`config.mk`:
```
export PLATFORM = sky130hd
export DESIGN_NAME = mmio_port_bank
export DESIGN_NICKNAME = d
export VERILOG_FILES = /design/src/rtl/mmio_port_bank.sv
export SDC_FILE = /design/constraint.sdc
export NUM_CORES = 2
export LEC_CHECK = 0
export CORE_ASPECT_RATIO = 1.1
export CORE_MARGIN = 5
export CORE_UTILIZATION = 40
export DETAILED_ROUTE_END_ITERATION = 8
export SLEW_MARGIN = 30
export SYNTH_ARGS = -nofsm -noshare
export SYNTH_HDL_FRONTEND = slang
export SYNTH_SLANG_ARGS = --single-unit
```
`constraint.sdc`:
```
create_clock -name clock -period 5 [get_ports clock]
set_clock_uncertainty 0.2 [all_clocks]
set_input_delay 1 -clock clock [delete_from_list [all_inputs] [get_ports clock]]
set_output_delay 1 -clock clock [all_outputs]
set_load 0.02 [all_outputs]
```
`src/rtl/mmio_port_bank.sv`:
```
// Memory-mapped bank of 32-bit IO ports. Each port has synchronized inputs,
// output and direction registers, sticky rising-edge flags and edge enables.
module mmio_port_bank #(
  parameter int          NUM_PORTS    = 8,
  parameter logic [31:0] BASE_ADDRESS = 32'hFFFFFF00,
  parameter int          SYNC_STAGES  = 2
) (
  input  logic                     clock,
  input  logic                     reset,
  input  logic [31:0]              address,
  input  logic [31:0]              writeData,
  input  logic [3:0]               byteEnable,
  input  logic                     writeEnable,
  input  logic                     readEnable,
  output logic [31:0]              readData,
  output logic                     readValid,
  output logic                     accessError,
  input  logic [32*NUM_PORTS-1:0]  portInputs,
  output logic [32*NUM_PORTS-1:0]  portOutputs,
  output logic [32*NUM_PORTS-1:0]  portDirections,
  output logic                     edgeInterrupt
);

  localparam logic [31:0] SPAN        = 32'(16 * NUM_PORTS);
  localparam logic [1:0]  REG_DATA    = 2'd0;
  localparam logic [1:0]  REG_DIR     = 2'd1;
  localparam logic [1:0]  REG_EDGE    = 2'd2;
  localparam logic [1:0]  REG_EDGE_EN = 2'd3;

  logic [31:0] outReg     [NUM_PORTS];
  logic [31:0] dirReg     [NUM_PORTS];
  logic [31:0] edgeFlags  [NUM_PORTS];
  logic [31:0] edgeEn     [NUM_PORTS];
  logic [31:0] edgeClear  [NUM_PORTS];
  logic [31:0] prevSynced [NUM_PORTS];
  logic [31:0] syncChain  [SYNC_STAGES][NUM_PORTS];

  logic [31:0] offset;
  logic [31:0] byteMask;
  logic [31:0] readMux;
  logic [3:0]  portSel;
  logic [1:0]  regSel;
  logic        hit;
  logic        aligned;
  logic        goodAccess;
  logic        writeHit;
  logic        anyPending;

  assign offset     = address - BASE_ADDRESS;
  assign hit        = (address >= BASE_ADDRESS) && (offset < SPAN);
  assign aligned    = (address[1:0] == 2'b00);
  assign goodAccess = hit && aligned;
  assign writeHit   = goodAccess && writeEnable;
  assign portSel    = offset[7:4];
  assign regSel     = offset[3:2];
  assign byteMask   = {{8{byteEnable[3]}}, {8{byteEnable[2]}},
                       {8{byteEnable[1]}}, {8{byteEnable[0]}}};

  // Read mux sees pre-write register contents, so a same-cycle write is invisible.
  always_comb begin
    readMux    = '0;
    anyPending = 1'b0;
    for (int n = 0; n < NUM_PORTS; n++) begin
      edgeClear[n] = '0;
      if (portSel == 4'(n)) begin
        case (regSel)
          REG_DATA:    readMux = syncChain[SYNC_STAGES-1][n];
          REG_DIR:     readMux = dirReg[n];
          REG_EDGE:    readMux = edgeFlags[n];
          REG_EDGE_EN: readMux = edgeEn[n];
        endcase
        if (writeHit && (regSel == REG_EDGE))
          edgeClear[n] = writeData & byteMask;
      end
      if ((edgeFlags[n] & edgeEn[n]) != '0)
        anyPending = 1'b1;
    end
  end

  always_ff @(posedge clock) begin
    if (reset) begin
      readData      <= '0;
      readValid     <= 1'b0;
      accessError   <= 1'b0;
      edgeInterrupt <= 1'b0;
      for (int n = 0; n < NUM_PORTS; n++) begin
        outReg[n]     <= '0;
        dirReg[n]     <= '0;
        edgeFlags[n]  <= '0;
        edgeEn[n]     <= '0;
        prevSynced[n] <= '0;
        for (int s = 0; s < SYNC_STAGES; s++)
          syncChain[s][n] <= '0;
      end
    end else begin
      readValid     <= goodAccess && readEnable;
      readData      <= (goodAccess && readEnable) ? readMux : '0;
      accessError   <= hit && !aligned && (readEnable || writeEnable);
      edgeInterrupt <= anyPending;
      for (int n = 0; n < NUM_PORTS; n++) begin
        syncChain[0][n] <= portInputs[32*n +: 32];
        for (int s = 1; s < SYNC_STAGES; s++)
          syncChain[s][n] <= syncChain[s-1][n];
        prevSynced[n] <= syncChain[SYNC_STAGES-1][n];
        // A new edge wins over a same-cycle clear of the same bit.
        edgeFlags[n] <= (edgeFlags[n] & ~edgeClear[n])
                      | (syncChain[SYNC_STAGES-1][n] & ~prevSynced[n]);
        if (writeHit && (portSel == 4'(n))) begin
          case (regSel)
            REG_DATA:    outReg[n] <= (outReg[n] & ~byteMask) | (writeData & byteMask);
            REG_DIR:     dirReg[n] <= (dirReg[n] & ~byteMask) | (writeData & byteMask);
            REG_EDGE_EN: edgeEn[n] <= (edgeEn[n] & ~byteMask) | (writeData & byteMask);
            default:     ;
          endcase
        end
      end
    end
  end

  for (genvar n = 0; n < NUM_PORTS; n++) begin : gPortOut
    assign portOutputs[32*n +: 32]    = outReg[n];
    assign portDirections[32*n +: 32] = dirReg[n];
  end

endmodule

```
## Word-level counts from Yosys, hierarchy flattened

Memories as Yosys holds them, arrays and structs flattened.
Index checks and enable logic that the tools add are counted.

- Flip-flop bits (word level): 35
- Bits in latches: 0
- Bits in writable memories: 1792
- Bits in read-only memories: 0
- Output and inout port bits: 547
- Logic and storage cells: 374
- Memories: 6

- Add/sub/neg operators: 1
- Multipliers: 0
- Divide/modulo/power cells: 0
- Order comparisons: 2
- Equality and inequality tests: 10
- Shifts and indexed selects: 0
- Muxes and demuxes: 167
- Bitwise gates (word level): 155
- Reduce and logical (&&, ||, !) cells: 29

Memories:

| name | words | bits a word | rd ports | clocked after Yosys merged registers in | write ports | RTL line | text |
|---|---|---|---|---|---|---|---|
| syncChain | 2 | 256 | 2 | 0 | 2 | 36 | `logic [31:0] syncChain [SYNC_STAGES][NUM_PORTS];` |
| dirReg | 8 | 32 | 8 | 0 | 8 | 31 | `logic [31:0] dirReg [NUM_PORTS];` |
| edgeEn | 8 | 32 | 8 | 0 | 8 | 33 | `logic [31:0] edgeEn [NUM_PORTS];` |
| edgeFlags | 8 | 32 | 8 | 0 | 8 | 32 | `logic [31:0] edgeFlags [NUM_PORTS];` |
| outReg | 8 | 32 | 8 | 0 | 8 | 30 | `logic [31:0] outReg [NUM_PORTS];` |
| prevSynced | 8 | 32 | 8 | 0 | 8 | 35 | `logic [31:0] prevSynced [NUM_PORTS];` |

Operator list:

| cell | number |
|---|---|
| 32-bit 2-to-1 mux | 73 |
| 32-bit AND | 49 |
| 32-bit OR | 32 |
| 32-bit case mux with 4 select lines | 8 |
| 32-bit inverter | 17 |
| 32-bit nonzero test | 8 |
| 1-bit 2-to-1 mux | 86 |
| 1-bit OR | 56 |
| 32-bit greater-or-equal comparator (second input constant) | 1 |
| 32-bit by 8-bit < comparator with 1-bit output (second input constant) | 1 |
| 32-bit subtractor (second input constant) | 1 |
| 4-bit by 3-bit equality test with 1-bit output (second input constant) | 4 |
| 1-bit logical AND | 15 |
| 4-bit by 2-bit equality test with 1-bit output (second input constant) | 2 |
| 2-bit equality test (second input constant) | 2 |
| 4-bit by 1-bit equality test with 1-bit output (second input constant) | 1 |
| 2-bit zero test | 2 |
| 4-bit zero test | 1 |
| 2-bit by 1-bit equality test with 1-bit output (second input constant) | 1 |
| 2-bit OR reduction | 1 |
| 1-bit zero test | 1 |
| 1-bit logical OR | 1 |
| 1-bit inverter | 1 |

## Depth between registers and ports, before layout

- Depth after elaboration: 12
- Mapped depth: 9

## Least setup slack after synthesis

No wires, ideal clock.

- Path kind: in2reg
- Start point: input address[4]
- End point: memory edgeEn[0][0], enable pin
- Setup time: 0.428 ns
- Data arrival time: 3.751 ns
- Data required time: 4.372 ns
- Slack: 0.621 ns
- Cell stages on the path: 7
- Buffers on the path: 3
- Path through: buf_2 > or3_1 > buf_2 > nor2_2 > nand4_2 > clkbuf_1 > o21bai_1

RTL lines:

| item | RTL line | text |
|---|---|---|
| start, declared | 10 | `input logic [31:0] address,` |
| end, declared | 33 |  |

## Final worst setup path

- Start point: input address[6]
- End point: register readData[7]

- Longest elaborated chain between the ends: 10
- Elaborated cells between the ends (all ways): 24
- Classes of those cells: add/sub (1); order compare (2); eq/ne (7); mux (8); bitwise (1); reduce/logical (5)

Ends and longest elaborated chain:

| item | RTL line | text |
|---|---|---|
| branches (longest 10 deep; another with 32-bit subtractor) | n/a |  |
| end signal, assigned | 97 | `readData <= (goodAccess && readEnable) ? readMux : '0;` |
| end, declared | 15 | `output logic [31:0] readData,` |

Parallel ways; which one is timed is not known.
A chain may end at the register's enable or synchronous reset.

==> results_dict.tcl <==
set metrics [dict create \
    status "completed" \
    rr_startpoint "edgeEn[0][50]" \
    antenna_found_initial 42 \
    netlist_instances 6471 \
    synth_seq_cells 1827 \
    hpwl_mm 266 \
    ctsResizeCount 0 \
    wl_per_cell_microns 38.0 \
    viasPerCell 6.24 \
    ys_types 50 \
    cp_top_family "buffers and inverters" \
    path_cells "clkdlybuf4s50_1, nor4b_4, buf_4, a22oi_1, o211ai_1, o21ai_0, a21oi_1" \
    avgSynthCellArea_sq_um 11.6 \
    synth.area.top_cells "edfxtp_1, dfxtp_1, mux4_2, nand2b_1, nor2b_1" \
    gp_congestion 1.04 \
    hold_viol_final 0 \
    netlist_area_sq_um 74800 \
    finalCritPeriodShare 0.762 \
    layout.cells.non_filler 9895 \
    area_growth_pct 25.1 \
    nets 7580 \
    cts_buffer_depth 3 \
    slowest_stage "clkdlybuf4s50_1" \
    setup_violations 0 \
    crit_required_ns 5.53 \
    core-area_sq_um 186000 \
    critPathLaunchType "input port" \
    slew_headroom 0.220 \
    ctsHoldBuffers 0 \
    htree_levels 4 \
    synthArstFlopShare 0 \
    synth_enable_flop_cells 768 \
    grtUsageTotal 0.368 \
    die_x_microns 422 \
    grt_pass1_wl_mm 498 \
    yosysTopAreaCell "edfxtp_1" \
    post-cts-setup-buffer-count 0 \
    fin_crit_ns 3.81 \
    clock_latency_ns 0.89 \
    crit_start "address[6]" \
    worst_slew_pin_slew_ns 1.17 \
    ys_warn_count 0 \
    grt_pass1_vias 56996 \
    routed_wirelength_mm 376 \
    clock_sinks 1827 \
    yosysSeqAreaShare 0.592 \
    route.detailed.drc 0 \
    postRouteAntennaNets 0 \
    synth_fp_nets 6799 \
    final.setup.tns_ns 0 \
    die_y_microns 463 \
    design.die.area_sq_um 196000 \
    cts_tree "done" \
    ir_worst_vdd_uv 372 \
    dp.cells 9496 \
    p_per_area_nw_per_um2 374 \
    start_util 0.402 \
    crit_arrival_ns 4.34 \
    cp_max_fo 31 \
    vias 61748 \
    rows 166 \
    io_pins 875 \
    n_fill_cell 16741 \
    hp-class "flop to flop" \
    drt-initial-drc-count 10094 \
    port-buffer-count 874 \
    cts_root_buffer "clkbuf_16" \
    drive_gt1_frac 0.121 \
    critPathBufInv 2 \
    cts_buffers 190 \
    first_pass_iters 6 \
    slew_viol_final 0 \
    clock.fmax_mhz 262 \
    synth_top_area_share 0.308 \
    cellLeakagePower_nw 32.7 \
    cp_slowest_stage_delay_ns 0.88 \
    path_class "input port to flop" \
    clk_pin_slew_ns 0.06 \
    endpoint_kind "flop" \
    rsz0062_at_grt "false" \
    cap_violations 0 \
    synth_ff_type "dfxtp_1" \
    worstHoldStart "syncChain[0][145]" \
    overflow 0 \
    grt_max_degree 191 \
]
-- layer usage --
layer	share of wire	GRT usage	vias up
met5	0.00024	0	-
met4	0.092	0.277	16
met3	0.13	0.121	1164
met2	0.43	0.539	5104
met1	0.35	0.450	30871
li1	-	-	24593
-- layout by cell type (no fill, tap or decap), types with 25 or more instances in the layout --
cell type / n
buf_12: 38
nand2_1: 27
buf_4: 197
nand4_1: 160
clkbuf_8: 33
o21ai_0: 136
clkdlybuf4s50_1: 866
nand4b_1: 33
dfxtp_1: 1059
a21oi_1: 1057
nor2b_1: 895
mux4_2: 257
a22oi_1: 102
nand2b_1: 907
a22o_1: 56
edfxtp_1: 768
clkinv_2: 45
diode_2: 41
nand2_2: 26
mux2_2: 25
clkbuf_1: 46
nor2_1: 272
a221oi_1: 52
clkbuf_16: 206
-- flip-flops by register name, summed over array words and instances, names as in the netlist --
register / cells
dirReg: 256
prevSynced: 256
edgeEn: 256
syncChain: 512
edgeInterrupt: 1
accessError: 1
readData: 32
outReg: 256
edgeFlags: 256
readValid: 1
-- synth_stat cells (59+ instances only) --
library cell,count
nand4_1,160
a21oi_1,1057
nand2b_1,907
buf_2,59
clkbuf_1,454
nor2b_1,897
mux4_2,257
dfxtp_1,1059
o21ai_0,136
edfxtp_1,768
a22oi_1,102
nor2_1,272
-- metrics by stage --
step                area [sq um]   util  setup WS (ns)  hold slack, ns  power [W]
global placement           87000  0.467          0.478           0.224     0.0205
CTS                        93400  0.502           1.39           0.232     0.0349
global route               93400  0.502           1.36           0.251     0.0357
floorplan                  74800      -          0.621           0.214     0.0184
finish                     93500  0.503           1.19           0.229     0.0350
detailed placement         87000  0.468          0.486           0.222     0.0206
-- worst reg2reg max path: stages, from the launching register on --
cell	delay, ns
edfxtp_1	0.42
a22oi_1	0.89
nand4_1	0.52
or4_1	0.66
nor4_1	0.34
a41oi_1	0.45
-- final timing paths --
check | slack, ns | cells after the start | to
max reg2reg | 1.25 | 5 | edgeInterrupt
min | 0.23 | 1 | syncChain[0][401]
max | 1.19 | 7 | readData[7]
min reg2reg | 0.23 | 1 | syncChain[0][401]
-- cell families after synthesis --
kind of cell | share of synthesized area
AO/OA/AOI/OAI | 0.107
AND/OR/NAND/NOR | 0.190
flip-flops | 0.592
buffers and inverters | 0.0276
multiplexers | 0.0828
-- power breakdown --
part | switching (W) | internal [W]
Combinational | 0.00211 | 0.00142
Sequential | 0.000713 | 0.0162
Clock | 0.00628 | 0.00829
-- final cells by class --
class | count | area, sq um | share of cell area
sequential | 1827 | 44300 | 0.473
timing repair buffer | 1113 | 11000 | 0.118
tap | 2436 | 3050 | 0.0326
multi-input combinational | 4119 | 28700 | 0.307
clock buffer | 285 | 5780 | 0.0618
clock inverter | 73 | 621 | 0.00664
antenna | 41 | 103 | 0.00110
inverter | 1 | 3.75 | 0.0000401
Note: power is estimated with default switching activity, not from simulation.
